[src/rtl/tnew_scoreboard_pkg.sv]
// Shared constants for the D-stage hazard logic: forward-select encodings,
// slot indices, default mult/div latencies and the Tuse/Tnew encodings.
package tnew_scoreboard_pkg;

  localparam int FWD_RF       = 0;
  localparam int SLOT_E       = 1;
  localparam int SLOT_M       = 2;
  localparam int SLOT_W       = 3;

  localparam int MULT_LAT_DEF = 5;
  localparam int DIV_LAT_DEF  = 10;

  // Tuse: how many cycles after D the operand is first consumed
  localparam logic [1:0] TUSE_D    = 2'd0;
  localparam logic [1:0] TUSE_E    = 2'd1;
  localparam logic [1:0] TUSE_M    = 2'd2;

  // Tnew on entry to E: cycles until the result can be forwarded
  localparam logic [1:0] TNEW_NONE = 2'd0;
  localparam logic [1:0] TNEW_ALU  = 2'd1;
  localparam logic [1:0] TNEW_LOAD = 2'd2;

  function automatic int max_int(input int a, input int b);
    return (a > b) ? a : b;
  endfunction

endpackage

[src/rtl/tnew_scoreboard_md_busy_counter.sv]
// Mult/div busy timer: loads a latency on start, counts down to zero and holds.
import tnew_scoreboard_pkg::*;

module md_busy_counter #(
  parameter int W = 4
) (
  input  logic         clk,
  input  logic         reset,
  input  logic         i_load,
  input  logic [W-1:0] i_load_val,
  output logic         o_busy
);

  logic [W-1:0] r_cnt;

  always_ff @(posedge clk) begin
    if (!reset) begin
      r_cnt <= '0;
    end else if (i_load) begin
      r_cnt <= i_load_val;
    end else if (r_cnt != '0) begin
      r_cnt <= r_cnt - 1'b1;
    end
  end

  assign o_busy = (r_cnt != '0);

endmodule

[src/rtl/tnew_scoreboard.sv]
// D-stage hazard scoreboard: ages {dst, Tnew} of in-flight instructions and
// derives stall and forward selects from the youngest matching producer.
import tnew_scoreboard_pkg::*;

module tnew_scoreboard #(
  parameter int STAGES   = 3,
  parameter int REG_AW   = 5,
  parameter int TNEW_W   = 2,
  parameter int MULT_LAT = MULT_LAT_DEF,
  parameter int DIV_LAT  = DIV_LAT_DEF
) (
  input  logic                          clk,
  input  logic                          reset,
  input  logic                          d_valid,
  input  logic [REG_AW-1:0]             d_rs,
  input  logic [REG_AW-1:0]             d_rt,
  input  logic [TNEW_W-1:0]             d_tuse_rs,
  input  logic [TNEW_W-1:0]             d_tuse_rt,
  input  logic [REG_AW-1:0]             d_dst,
  input  logic [TNEW_W-1:0]             d_tnew,
  input  logic                          d_md_start,
  input  logic                          d_md_is_div,
  input  logic                          d_md_use,
  output logic                          stall,
  output logic [$clog2(STAGES+1)-1:0]   fwd_rs_sel,
  output logic [$clog2(STAGES+1)-1:0]   fwd_rt_sel,
  output logic                          md_busy
);

  localparam int FWD_W = $clog2(STAGES + 1);
  localparam int MD_W  = $clog2(max_int(MULT_LAT, DIV_LAT) + 1);

  logic [REG_AW-1:0] r_dst  [SLOT_E:STAGES];
  logic [TNEW_W-1:0] r_tnew [SLOT_E:STAGES];

  logic [STAGES:SLOT_E] w_hit_rs;
  logic [STAGES:SLOT_E] w_hit_rt;
  logic                 w_stall_rs;
  logic                 w_stall_rt;
  logic                 w_md_stall;
  logic                 w_md_busy;
  logic                 w_stall;
  logic                 w_issue;
  logic                 w_md_load;
  logic [MD_W-1:0]      w_md_val;
  logic [FWD_W-1:0]     w_fwd_rs;
  logic [FWD_W-1:0]     w_fwd_rt;

  // Register 0 is hardwired, so a write to it never creates a dependency
  for (genvar gi = SLOT_E; gi <= STAGES; gi++) begin : g_hit
    assign w_hit_rs[gi] = (d_rs != '0) && (r_dst[gi] == d_rs);
    assign w_hit_rt[gi] = (d_rt != '0) && (r_dst[gi] == d_rt);
  end

  // Walk oldest to youngest so the youngest match overwrites older ones
  always_comb begin
    w_stall_rs = 1'b0;
    w_stall_rt = 1'b0;
    w_fwd_rs   = FWD_W'(FWD_RF);
    w_fwd_rt   = FWD_W'(FWD_RF);
    for (int i = STAGES; i >= SLOT_E; i--) begin
      if (w_hit_rs[i]) begin
        w_stall_rs = d_valid && (r_tnew[i] > d_tuse_rs);
        w_fwd_rs   = (r_tnew[i] == '0) ? FWD_W'(i) : FWD_W'(FWD_RF);
      end
      if (w_hit_rt[i]) begin
        w_stall_rt = d_valid && (r_tnew[i] > d_tuse_rt);
        w_fwd_rt   = (r_tnew[i] == '0) ? FWD_W'(i) : FWD_W'(FWD_RF);
      end
    end
  end

  assign w_md_stall = d_valid && d_md_use && w_md_busy;
  assign w_stall    = w_stall_rs || w_stall_rt || w_md_stall;
  assign w_issue    = d_valid && !w_stall;
  assign w_md_load  = w_issue && d_md_start;
  assign w_md_val   = d_md_is_div ? MD_W'(DIV_LAT) : MD_W'(MULT_LAT);

  always_ff @(posedge clk) begin
    if (!reset) begin
      for (int i = SLOT_E; i <= STAGES; i++) begin
        r_dst[i]  <= '0;
        r_tnew[i] <= '0;
      end
    end else begin
      r_dst[SLOT_E]  <= w_issue ? d_dst  : '0;
      r_tnew[SLOT_E] <= w_issue ? d_tnew : '0;
      for (int i = SLOT_E + 1; i <= STAGES; i++) begin
        r_dst[i]  <= r_dst[i-1];
        r_tnew[i] <= (r_tnew[i-1] == '0) ? '0 : r_tnew[i-1] - 1'b1;
      end
    end
  end

  md_busy_counter #(
    .W (MD_W)
  ) u_md_busy_counter (
    .clk        (clk),
    .reset      (reset),
    .i_load     (w_md_load),
    .i_load_val (w_md_val),
    .o_busy     (w_md_busy)
  );

  assign stall      = w_stall;
  assign fwd_rs_sel = w_fwd_rs;
  assign fwd_rt_sel = w_fwd_rt;
  assign md_busy    = w_md_busy;

endmodule

[config.mk]
export PLATFORM = sky130hd
export DESIGN_NAME = tnew_scoreboard
export DESIGN_NICKNAME = d
export VERILOG_FILES = /design/src/rtl/tnew_scoreboard_pkg.sv /design/src/rtl/tnew_scoreboard_md_busy_counter.sv /design/src/rtl/tnew_scoreboard.sv
export SDC_FILE = /design/constraint.sdc
export NUM_CORES = 1
export LEC_CHECK = 0
export ABC_AREA = 0
export BUFFER_PORTS_ARGS = -buffer_cell sky130_fd_sc_hd__buf_2
export CAP_MARGIN = 25
export CORE_MARGIN = 5
export CORE_UTILIZATION = 32
export CTS_CLUSTER_SIZE = 24
export DETAILED_ROUTE_END_ITERATION = 6
export GPL_ROUTABILITY_DRIVEN = 0
export PLACE_DENSITY = 0.51
export RECOVER_POWER = 100
export SLEW_MARGIN = 10
export SYNTH_ARGS = -nofsm -noshare
export SYNTH_HDL_FRONTEND = slang
export SYNTH_SLANG_ARGS = --single-unit
[constraint.sdc]
create_clock -name clk -period 7.7 [get_ports clk]
set_clock_uncertainty 0.1 [all_clocks]
set_input_delay 2.31 -clock clk [delete_from_list [all_inputs] [get_ports clk]]
set_output_delay 2.31 -clock clk [all_outputs]
set_load 0.005 [all_outputs]
* Word level (Yosys, flattened, before mapping)
Memory sizes are Yosys's and may differ from the RTL's.
Cells that the tools add are included.
** Word-level totals
- Register bits :: 4
- RAM bits :: 21
- Input port bits :: 27
- Output and inout port bits :: 6
- Word-level logic and storage cells :: 80
- Memories kept :: 2
** Memories
- r_dst :: depth 3, bits a word 5, rd ports 3, clocked after memory_dff 0, wr ports 3, line tnew_scoreboard.sv:33 : logic [REG_AW-1:0] r_dst [SLOT_E:STAGES];
- r_tnew :: depth 3, bits a word 2, rd ports 3, clocked after memory_dff 0, wr ports 3, line tnew_scoreboard.sv:34 : logic [TNEW_W-1:0] r_tnew [SLOT_E:STAGES];
** Operators by class
- $add $sub $neg :: 3
- Order comparisons :: 6
- Eq/ne operators :: 6
- Mux-type cells :: 30
- Bitwise operators :: 6
- Reduce and logical (&&, ||, !) cells :: 26
** Operators with widths (number)
- $eq 5x5->1 :: 6
- $mux 2 :: 14
- $mux 5 :: 4
- $logic_and 1x1->1 :: 16
- $gt 2x2->1 :: 6
- $mux 4 :: 3
- $reduce_bool 5->1 :: 2
- $mux 1 :: 9
- $logic_not 2->1 :: 3
- $or 1x1->1 :: 6
- $reduce_bool 4->1 :: 1
- $sub 2x1->2 const B :: 2
- $sub 4x1->4 const B :: 1
- $logic_or 1x1->1 :: 2
- $reduce_bool 2->1 :: 1
- $logic_not 1->1 :: 1

* Longest topological paths before layout
Gate-level depths: netlist of the first run.
- Depth in word-level cells :: 11
- Gate-level depth with buffers :: 8
- Depth with buffers taken out :: 8

* Modules after synthesis
Synthesis of the first run repeated with hierarchy kept, for this count alone.
** Unflattened totals
- Cell total of the unflattened synthesis :: 193
- Area total of the unflattened synthesis :: 1637.8 um^2
** By module, submodules not included
- tnew_scoreboard :: instances 1, cells each 167, area each 1406.3 um^2, seq. area each 420.4 um^2
- md_busy_counter :: instances 1, cells each 26, area each 231.5 um^2, seq. area each 80.1 um^2

* Worst setup path before layout of the first run
No wires, ideal clock.
- Kind :: input -> output
- Start :: input port d_rs[1]
- End :: output port stall
- Data arrival time :: 3.772 ns
- Required time :: 5.290 ns
- Path slack :: 1.518 ns
- Cell stages on the path :: 5
- Buffers on the path :: 0
- Cell sequence :: or4_1 o211ai_2 nor4_1 a311o_1 a211o_2
** Between the ends
- Word-level cells in the longest chain between the ends :: 7
** RTL lines
- start, declared :: line tnew_scoreboard.sv:15 : input logic [REG_AW-1:0] d_rs,
- $eq 5x5->1 or $reduce_bool 5->1 (tied branches) :: line tnew_scoreboard.sv:51 : assign w_hit_rs[gi] = (d_rs != '0) && (r_dst[gi] == d_rs);
- $logic_and 1x1->1 :: line tnew_scoreboard.sv:51
- $mux 1 (2 in a row) :: line tnew_scoreboard.sv:62 : if (w_hit_rs[i]) begin
- $mux 1 * :: line tnew_scoreboard.sv:62
- $logic_or 1x1->1 * (2 in a row) :: line tnew_scoreboard.sv:74 : assign w_stall = w_stall_rs || w_stall_rt || w_md_stall;
- end, declared :: line tnew_scoreboard.sv:24 : output logic stall,
Mark *: on every way between the ends. The rest lies on a longest branch, timed or not.

* Worst setup path after layout of the first run
Same ends and word-level chain as after synthesis.

==> run summary, run 1 <==
The floorplan die area is 6818 um2. The hold-fix buffer count after cts is 0. The number of failing hold endpoints at the final stage is 0. The critical path crosses 7 cells after its start point.

The class of the tightest hold or removal check is reg -> reg. Dividing total power by cell area gives a power density of 186.7 nW/um2. The instance count of the mapped netlist came out at ~190.

Detailed routing inserted a total of 1320 vias. In this run the worst path has a maximum fanout of 4. Sequential cells burn between 40% and 50% of the power. Adding up every negative setup slack in the final design gives 0 ns.

Yosys printed 0 warnings. The later-pin clock latency in the skew report is 0.27 ns. The routed length per placed instance came out at approximately 13 um. The via count of the first global-routing pass is around 1300. Counting every sink on the clock net gives 25. Net switching is roughly a third of the power. Clock-pin slew was measured on the worst setup and hold paths at 0.10 ns. The cell depth of the worst flop-to-flop path is 7. The number of cells upsized or downsized after cts came out at 0. For this run, design rule violations remaining after detail routing come to 0. The number of nets in the synthesized netlist is between 200 and 250. On the critical path the largest part of the delay comes from compound AO/OA/AOI/OAI gates.

The source of the worst hold timing path is r_tnew[0][2]. The critical path starts at d_rs[1]. The count of cells along the worst hold path is 1. The post-synthesis register bit count came out at 25. Max-cap violations in this run came to 1. The clock network accounts for 23.8% of the total power. After synthesis the cells add up to 1685 um2. The share of power burned in combinational logic is between 30% and 40%. Buffers inserted during clock tree synthesis total 3. The number of synthesized flops with an enable pin came out at 0. In this run the tightest slew margin relative to its limit is -6.428%. For the pin with the worst max-slew slack, the measured transition is about 1.6 ns.

The worst path required time came out at 5.29 ns. The number of optimization iterations in the first detailed-route pass is 4. The core box area came out at just over 5000 um2. TritonCTS built the clock tree.

The flow ran to the end, but the final reports show violations. The category of the most critical setup path is in -> out. The signal on the critical path passes through clkbuf_1 > or4_1 > o211ai_1 > nor4_1 > a311o_1 > a211o_2 > buf_2. The maximum frequency from static timing analysis came out at 150.2 MHz. Setup repair after global routing left no endpoint under its margin. During placement, the flow inserted port buffers numbering 32.

The root buffer cell is sky130_fd_sc_hd__clkbuf_8. The final-report max-slew violation count came out at 8. The worst setup path is captured at an output port. The number of antenna violations at the first check in global routing is 0. The post-route clock period utilization is 86.47%. The final reports fail on max-capacitance violations, max-slew violations. From left edge to right edge, the die measures roughly 83 um.

The starting DRC count in detailed routing came out at 34. Of the cells placed in the final design, the portion with a size suffix greater than 1 is 17.35%. The global-route wire length before repair came out at 6.513 mm. The post-synthesis area per instance came out at between 9 and 10 um2.

For this design, the slowest cell found on the critical path is sky130_fd_sc_hd__or4_1. The number of rows in the core area came out at 26. The worst slack on hold paths came out at around 0.32 ns. The final HPWL from detailed placement is roughly 3.2 mm.

Setup violations remaining at the end of the flow were counted as 0. The total track usage came out at approximately 12%. The number of buffer and inverter instances along the worst setup path is 2. The maximum root-to-sink buffer count came out at 2. Data on the critical path arrives at its endpoint at around 4.3 ns. Post-CTS timing repair inserted 0 buffers for setup. The number of nets with antenna violations after routing came out at 0. The remaining global-route overflow is 0. The sequential-to-total area share from yosys stat is 29.70%. The net count of the finished layout is about 260.

The post-route minimum period is ~6.7 ns. Once the floorplan was initialized, standard cells occupied 33.00% of the core. In this run the power spent charging and discharging nets is 122.1 uW. After synthesis, the netlist uses 41 different library cells.

The static leakage came out at around 0.00083 uW. From synthesis to final layout, the design area changed by 14.40%. The type of element launching the critical path is an input port. The boundary pin count came out at 33. In the synthesized netlist the async set-or-reset flop fraction comes to 0%. The critical path's largest stage delay is about 0.57 ns. Entering global routing, the biggest net connects 20 pins. The vertical die dimension came out at 82.57 um. The internal power component came out at between 200 and 250 uW. The maximum VDD drop came out at between 0.0001 and 0.00015 V. The post-detailed-routing wire length is 3.832 mm. After detailed routing, the number of vias per cell comes to 4.567. The number of levels in the clock H-tree came out at 1. In the synthesized netlist the dominant register cell turns out to be sky130_fd_sc_hd__dfxtp_1. The number of antenna diodes in the final layout is 0. The launch instance of the worst register-to-register path is u_md_busy_counter.r_cnt[0].
## Yosys cell counts, drive strengths merged (4+ instances only)
| cell | number | share of area, % |
|---|---|---|
| nand2 | 14 | 3.1 |
| nor2b | 5 | 1.9 |
| nand3 | 4 | 1.2 |
| dfxtp | 25 | 30 |
| and2 | 18 | 6.8 |
| nand4 | 4 | 1.5 |
| nor2 | 10 | 2.2 |
| inv | 12 | 2.7 |
| xor2 | 14 | 7.3 |
| mux2i | 4 | 2.4 |
| nor3 | 5 | 1.5 |
| o211ai | 4 | 2.4 |
| ha | 16 | 12 |
| xnor2 | 18 | 9.4 |
## worst reg2reg max path: stages (launching register included)
cell and delay [ns]:
sky130_fd_sc_hd__dfxtp_1 0.34, sky130_fd_sc_hd__inv_1 0.08, sky130_fd_sc_hd__ha_1 0.16, sky130_fd_sc_hd__nor3b_1 0.43
sky130_fd_sc_hd__inv_1 0.17, sky130_fd_sc_hd__a311o_1 0.41, sky130_fd_sc_hd__a2111oi_0 1.27, sky130_fd_sc_hd__and2_0 0.24
## worst paths after layout
path                            slack, ns           end
worst max-delay path                 1.04         stall
worst min-delay path                 0.32  r_tnew[0][4]
worst max register to register       4.43  r_tnew[0][3]
worst min register to register       0.32  r_tnew[0][4]
## cells in the final DEF (no fill, tap or decap), types with 8 or more instances in the layout
cell type | Yosys | routed
sky130_fd_sc_hd__ha_1 | 16 | 16
sky130_fd_sc_hd__and2_0 | 0 | 8
sky130_fd_sc_hd__inv_1 | 12 | 12
sky130_fd_sc_hd__dfxtp_1 | 25 | 25
sky130_fd_sc_hd__nor2_1 | 10 | 10
sky130_fd_sc_hd__xnor2_1 | 18 | 18
sky130_fd_sc_hd__buf_2 | 0 | 27
sky130_fd_sc_hd__and2_1 | 17 | 9
sky130_fd_sc_hd__xor2_1 | 14 | 14
sky130_fd_sc_hd__nand2_1 | 14 | 14
## sequential cells by signal (all words and copies together), names as in the netlist
register / cells
r_dst: 15
r_tnew: 6
u_md_busy_counter.r_cnt: 4
## metrics by stage
stage          util [%]  power [uW]  worst slack, ns  std cells  cell area (um2)
2_1_floorplan         -       245.7            1.518        187             1685
3_3_place_gp      37.41       281.5            1.183        285             1911
4_1_cts           38.39       368.5            1.168        289             1961
3_5_place_dp      37.41       281.8            1.170        285             1911
6_report          37.75       359.9            1.042        289             1928
5_1_grt           37.75       389.9           0.9936        289             1928
## per-layer routing
metal | track usage, % | vias up | share of wire, %
met5 | 0 | - | 0
met4 | 2.778 | 0 | 1.3
met3 | 2.928 | 6 | 6.0
met2 | 19.39 | 36 | 43
met1 | 17.24 | 572 | 50
li1 | - | 706 | -
## power groups by stage
| stage | Combinational (uW) | Sequential (uW) | Clock [uW] |
|---|---|---|---|
| floorplan | 90.8 | 155 | 0 |
| global route | 138 | 158 | 94.1 |
| detailed placement | 123 | 159 | 0 |
| finish | 119 | 156 | 85.6 |
| global placement | 123 | 159 | 0 |
| CTS | 124 | 156 | 88.6 |
## layout make-up
| type | count | area [um2] |
|---|---|---|
| Fill cell | 552 | 3179 |
| Sequential cell | 25 | 500.5 |
| Inverter | 12 | 45.04 |
| Multi-Input combinational cell | 146 | 1091 |
| Clock inverter | 1 | 8.758 |
| Tap cell | 70 | 87.58 |
| Clock buffer | 3 | 41.29 |
| Timing Repair Buffer | 32 | 153.9 |
## cells by family (layout without fill, tap and decap cells)
group / Yosys count / after routing / synth area share [%]
adders and majority gates: 16 / 16 / 11.88
buffers and inverters: 16 / 48 / 4.009
xor gates and xnor gates: 32 / 32 / 16.63
DFF: 25 / 25 / 29.70
AOI/OAI and AO/OA: 21 / 21 / 10.84
muxes: 5 / 5 / 3.044
and+or+nand+nor: 72 / 72 / 23.91
Note: power is estimated with default switching activity, not from simulation.
==> run 2: changes to the inputs <==
CAP_MARGIN = 20   (was 25)
CORE_MARGIN = 2   (was 5)
==> run 2 against run 1 <==
Against the previous run: the flow still finishes with violations (max-capacitance violations, max-slew violations); clock-buffer cell count did not move; worst hold slack lost 0.0016 ns; global-route usage grew 1.5 points; core utilization about the same; register-to-register slack lost 0.02 ns; cell count unchanged; power fell by 1.3%; setup slack improved by 0.091 ns; wire length down 3.1%; design area is 0.13% lower; non-clock buffer count stayed put.
==> run summary, run 2 (same netlist as run 1, synthesis figures left out) <==
The flow ran to the end, but the final reports show violations. The checks that failed: max-capacitance violations, max-slew violations. The power share of the sequential group is 43.9%. The number of max-capacitance violations reported came out at 1. Setup repair after global routing left no endpoint under its margin.

Of the total power, the share spent switching nets is 33.49%. The min-delay analysis places its worst path in the category reg -> reg. The register clock-pin slew on the reported worst setup and hold paths came out at around 0.090 ns.

The boundary pin count came out at 33. The global-route wire length before repair came out at 6.479 mm. The largest registers in the layout are r_dst: 15 flops, r_tnew: 6 flops, u_md_busy_counter.r_cnt: 4 flops. Counting along the longest clock path gives a buffer depth of 2.

Counting every sink on the clock net gives 25. Dividing the detail-routed via count by the number of cells gives 4.692. The routed length per placed instance came out at 12.85 um. The power density over cell area is 184.4 nW/um2. The net count of the finished layout is approximately 260. The actual slew at the worst max-slew pin is between 1.5 and 2 ns. The worst register-to-register path begins at u_md_busy_counter.r_cnt[0]. The tightest slew margin relative to the limit came out at -8.264%. The post-route minimum period came out at between 6 and 7 ns. The final-layout setup total negative slack came out at 0 ns. In this run the critical register-to-register path is captured at r_dst[0][9]. The number of cells upsized or downsized after cts came out at 0.

The maximum frequency from static timing analysis came out at ~150 MHz. The number of placed instances, taps included, is 285. The share of power burned in combinational logic is between 30% and 40%. The starting density of the core came out at between 30% and 40%.

The hold-fix buffer count after cts came out at 0. Along the worst path, the maximum fanout reaches 4. The type of element launching the critical path is an input port. The floorplan step defined a die boundary enclosing around 5900 um2. For the worst setup path, the data required time is between 5 and 6 ns. The top cell types in the final layout, fill and taps aside, are sky130_fd_sc_hd__buf_2 (26), sky130_fd_sc_hd__dfxtp_1 (25), sky130_fd_sc_hd__xnor2_1 (18), sky130_fd_sc_hd__ha_1 (16). The number of antenna violations at the first check in global routing came out at 0. The total track usage came out at between 10% and 20%. The remaining global-route overflow is 0. The worst hold path begins at r_tnew[0][2]. The area growth from synthesis to layout came out at 14.25%. The register with the most flip-flops in the layout has 15 of them.

The number of vias after detailed routing came out at ~1400. The number of buffer cells added on primary ports came out at 32. For hold timing, the worst endpoint is r_tnew[0][4]. The category of the most critical setup path is in -> out. The floorplan step set the die width to roughly 77 um. The number of buffers inserted during clock tree synthesis came out at 3. The repair_antennas step left the layout with diodes totalling 0. Summed over all nets, the half-perimeter wirelength after detailed placement is ~3.1 mm. The internal power component came out at between 200 and 250 uW.

TritonCTS built the clock tree. The count of cells along the worst hold path came out at 1. The cell sitting at the root of the clock tree is a sky130_fd_sc_hd__clkbuf_8. The finished layout holds a little under 300 standard cells, fillers aside.

The number of optimization iterations in the first detailed-route pass came out at 4. Leaving out fill and tap cells, the most frequent cell in the layout is sky130_fd_sc_hd__buf_2. The maximum VDD drop is 0.0001635 V. The cell depth of the worst flop-to-flop path came out at 7.

The number of failing hold endpoints at the final stage came out at 0. The register name with the most flops is r_dst. In this run, the number of DRC markers left after iteration 0 of detailed routing was 46. Setup slack on the worst reg-to-reg path comes out at around 4.4 ns. Data arrives at the worst endpoint at 4.16 ns. The worst setup path is captured at an output port. The static leakage is just over 0.0008 uW. The floorplan has 26 rows. The final number of setup-violating endpoints is 0.

The combined flip-flop and latch cell area is around 500 um2. The number of inserted filler cells in the final layout came out at 571. In the final layout, the multi-input gates occupy 1091 um2. The vertical die dimension is about 77 um. The largest net degree at the start of global routing is 20.

The share of total power dissipated in the clock network is between 20% and 30%. In this run the post-CTS setup repair buffer count came out at 0. The later-pin clock latency in the skew report came out at between 0.2 and 0.3 ns. Of the cells placed in the final design, the portion with a size suffix greater than 1 is between 15 and 20%. The final-report max-slew violation count is 8.

The number of levels in the clock H-tree is 1. In this run the remaining antenna-violating nets after routing total 0. The post-route clock period utilization is a little under nine tenths. In the routed design, unresolved DRC markers number 0. The via count of the first global-routing pass is between 1000 and 1500. Summed over all layers, the routed wires come to between 3 and 4 mm.

The switching power came out at 118.9 uW. The core box area came out at 5107 um2.
## run 2: cell count changes in the layout (fill, tap and decap cells not counted)
cell	before	now
sky130_fd_sc_hd__and2_0	8	11
sky130_fd_sc_hd__and2_1	9	6
sky130_fd_sc_hd__buf_2	27	26
sky130_fd_sc_hd__clkbuf_1	5	6
sky130_fd_sc_hd__clkinvlp_4	0	1
sky130_fd_sc_hd__inv_6	1	0
## run 2: power by group through the flow
| stage | registers [uW] | logic [uW] | clock network [uW] |
|---|---|---|---|
| global placement | 159 | 122 | 0 |
| CTS | 156 | 123 | 84.9 |
| detailed placement | 159 | 122 | 0 |
| global route | 158 | 139 | 89.8 |
| finish | 156 | 118 | 81.6 |
| floorplan | 155 | 90.8 | 0 |
## run 2: worst max-delay path, stage by stage
cell and delay (ns):
sky130_fd_sc_hd__clkbuf_1 0.14, sky130_fd_sc_hd__or4_1 0.57, sky130_fd_sc_hd__o211ai_1 0.28, sky130_fd_sc_hd__nor4_1 0.11, sky130_fd_sc_hd__a311o_1 0.36, sky130_fd_sc_hd__a211o_2 0.27, sky130_fd_sc_hd__clkbuf_1 0.11
## run 2: worst max-delay path by stage
stage	from	to	slack, ns
after floorplan	d_rs[1]	stall	1.52
after global placement	d_rs[1]	stall	1.18
after detailed placement	d_rs[1]	stall	1.17
after CTS	d_rs[1]	stall	1.17
after global routing	d_rs[1]	stall	1.01
final	d_rs[1]	stall	1.13
## run 2: final cells by class
class | count | share of cell area [%]
clock buffer | 3 | 2.144
sequential | 25 | 25.99
clock inverter | 1 | 0.3899
tap | 70 | 4.548
multi-input combinational | 146 | 56.66
inverter | 12 | 2.339
timing repair buffer | 32 | 7.927
## run 2: per-stage QoR
step	worst slack (ns)	util, %	hold slack, ns	total power (uW)	cell area [um2]
after floorplan	1.518	-	0.2911	245.7	1685
after global placement	1.185	37.41	0.3037	280.9	1911
after global routing	1.010	37.70	0.3659	386.5	1926
after detailed placement	1.173	37.41	0.3010	280.6	1911
final	1.133	37.70	0.3188	355.1	1926
after CTS	1.169	38.36	0.3169	364.1	1959
## run 2: metal layers
metal | up-vias | track usage, % | wire (um)
met5 | - | 0 | 0
met4 | 0 | 3.273 | 23
met3 | 2 | 3.555 | 145
met2 | 28 | 23.10 | 1677
met1 | 622 | 18.03 | 1867
li1 | 704 | - | -
==> run 3: changes to the inputs <==
BUFFER_PORTS_ARGS = not set   (was -buffer_cell sky130_fd_sc_hd__buf_2)
DONT_BUFFER_PORTS = 1   (was not set)
PLACE_DENSITY = 0.46   (was 0.51)
==> run 3 against run 2 <==
Against the previous run: global-route usage shrank 0.078 points; critical path type unchanged; largest cell class unchanged; the flow still finishes with violations (max-capacitance violations, max-slew violations); highest routed layer unchanged; fmax grew 3.6%; non-clock buffer count shrank 32; clock-buffer cell count is the same.
==> run summary, run 3 (same netlist as run 1, synthesis figures left out) <==
The static leakage is 0.0007089 uW. After detailed routing, the number of vias per cell comes to just under 5. The number of rows in the core area is 26.

The total power consumption of the routed design came out at 342.5 uW. The core occupancy in the finished layout came out at roughly a third. After detailed routing, the average wire length per cell comes to roughly 15 um. The internal power component came out at between 200 and 250 uW. The capturing point of the worst reg2reg path is r_tnew[0][2].

The type of element launching the critical path is an input port. The starting density of the core came out at around 33%. The boundary pin count came out at 33. The total DRC errors in the routed layout is 0. Summed over all layers, the global routing overflow is 0. The final-report max-slew violation count came to 8. The number of vias after detailed routing is around 1200. The final number of setup-violating endpoints came out at 0. The number of failing hold endpoints at the final stage came out at 0. The maximum net fanout on the critical path is 4. The number of optimization iterations in the first detailed-route pass came out at 4.

Setup repair after global routing left no endpoint under its margin. The power share of the sequential group came out at ~45%. The number of gates resized after CTS was 0. The final HPWL from detailed placement came out at 3.178 mm.

The critical path ends at stall. Measured against its own limit, the worst slew margin works out to -3.303%. The maximum frequency from static timing analysis came out at approximately 160 MHz.

The core box area came out at just over 5000 um2. r_dst holds more flip-flops than any other register. The horizontal die dimension is between 70 and 80 um. The TritonCTS clock tree is built.

The flow ran to the end, but the final reports show violations. The maximum VDD drop is 0.0001108 V. The worst hold path belongs to the class reg -> reg.

The share of total power dissipated in combinational logic is around 30%. The clock net sink count came out at 25. The cell depth of the worst flop-to-flop path came out at 7.

No sink is reached through more buffers than the 2 on the longest clock path. The switching part of the total is roughly 33%. The die covers slightly below 6000 um2. The power density over cell area is just under 200 nW/um2.

Per report_power, the clock group accounts for 24.4% of the total. The switching power came out at ~110 uW. The most common library cell in the layout ignoring fill and taps is sky130_fd_sc_hd__dfxtp_1. The category of the most critical setup path is in -> out.

In this run the clock root is driven by a sky130_fd_sc_hd__clkbuf_8. The post-detailed-routing wire length came out at about 3.8 mm. The checks that failed: max-capacitance violations, max-slew violations. In the final design database the tool counted ~230 nets. The arrival time of data at the critical path endpoint came out at just under 4 ns. STA classifies the critical path endpoint as an output port. At the worst endpoint, the required time is 5.29 ns. For the final routed database, the setup TNS stands at 0 ns.

The total track usage is approximately 14%. The worst setup path startpoint is d_rs[1]. The top cell types in the final layout, fill and taps aside, are sky130_fd_sc_hd__dfxtp_1 (25), sky130_fd_sc_hd__xnor2_1 (18), sky130_fd_sc_hd__ha_1 (16), sky130_fd_sc_hd__xor2_1 (14), sky130_fd_sc_hd__nand2_1 (14). The via count of the first global-routing pass is between 1000 and 1500. The post-route clock period utilization came out at 82.29%. The later-pin clock latency in the skew report is 0.27 ns. The final standard cell count with taps included and fillers excluded is 257. The global-route wire length before repair came out at about 6.5 mm. 0 antenna diodes ended up in the layout.

The filler cells instantiated in the layout total 531. The actual slew at the worst max-slew pin is roughly 1.5 ns. The post-route minimum period came out at 6.336 ns. The largest registers in the layout are r_dst: 15 flops, r_tnew: 6 flops, u_md_busy_counter.r_cnt: 4 flops. The vertical die dimension came out at 76.57 um. Of the cells placed in the final design, the portion with a size suffix greater than 1 is under 10%. The number of max-capacitance violations reported came out at 1. The number of buffers inserted to repair setup after CTS came out at 0. The number of buffer cells added on primary ports is 0. The number of buffers inserted during clock tree synthesis is 3. The number of levels in the clock H-tree came out at 1. The register clock-pin slew on the reported worst setup and hold paths is 0.09 ns. The register with the most flip-flops in the layout has 15 of them. The area growth from synthesis to layout is 5.271%. The number of nets with antenna violations after routing came out at 0. In this run, placement finished with an instance count of around 250. The launch instance of the worst register-to-register path is u_md_busy_counter.r_cnt[0]. The number of hold buffers added after CTS was 0.

The largest net degree at the start of global routing came out at 20. The number of antenna violations at the first check in global routing came out at 0. Across all register-to-register paths, the minimum setup slack is approximately 4.4 ns. The starting DRC count in detailed routing is 20.
-- run 3: cell types whose count changed in the layout (fill, tap and decap cells not counted), sizes merged --
| cell | delta |
|---|---|
| inv | +1 |
| buf | -26 |
| clkinvlp | -1 |
| clkbuf | -6 |
-- run 3: through the flow --
| step | setup WS (ns) | instance area (um2) | hold slack, ns |
|---|---|---|---|
| floorplan | 1.518 | 1685 | 0.2911 |
| global placement | 1.432 | 1750 | 0.3148 |
| detailed placement | 1.400 | 1750 | 0.3064 |
| CTS | 1.396 | 1800 | 0.3222 |
| global route | 1.311 | 1774 | 0.3498 |
| finish | 1.364 | 1774 | 0.3221 |
-- run 3: worst max-delay path, cell delays in order --
cell	delay (ns)
sky130_fd_sc_hd__or4_1	0.55
sky130_fd_sc_hd__o211ai_1	0.29
sky130_fd_sc_hd__nor4_1	0.10
sky130_fd_sc_hd__a311o_1	0.37
sky130_fd_sc_hd__a211o_2	0.30
-- run 3: power by group through the flow --
stage	clock network, uW	registers [uW]	logic (uW)
after floorplan	0	155	90.8
after global placement	0	158	104
after detailed placement	0	158	107
after CTS	88.3	155	108
after global routing	95.0	158	120
final	83.7	155	104
-- run 3: worst min-delay path by stage --
stage                       startpoint  depth (start not counted)            to
after global placement    r_tnew[0][2]                          1  r_tnew[0][4]
final                     r_tnew[0][4]                          1  r_tnew[0][6]
after CTS                 r_tnew[0][2]                          1  r_tnew[0][4]
after floorplan           r_tnew[0][2]                          1  r_tnew[0][4]
after detailed placement  r_tnew[0][2]                          1  r_tnew[0][4]
after global routing      r_tnew[0][4]                          1  r_tnew[0][6]
-- run 3: area by class of cell --
cell class                      instances  area [um2]  area share, %
Multi-Input combinational cell        146        1091          61.50
Sequential cell                        25       500.5          28.21
Tap cell                               70       87.58          4.937
Inverter                               12       45.04          2.539
Clock buffer                            3       41.29          2.327
Clock inverter                          1       8.758         0.4937
-- run 3: per-layer routing --
layer  track usage (%)  share of wire, %
met1             16.64                45
met2             24.60                49
met3             3.436               4.8
met4             3.273              0.63
met5                 0                 0
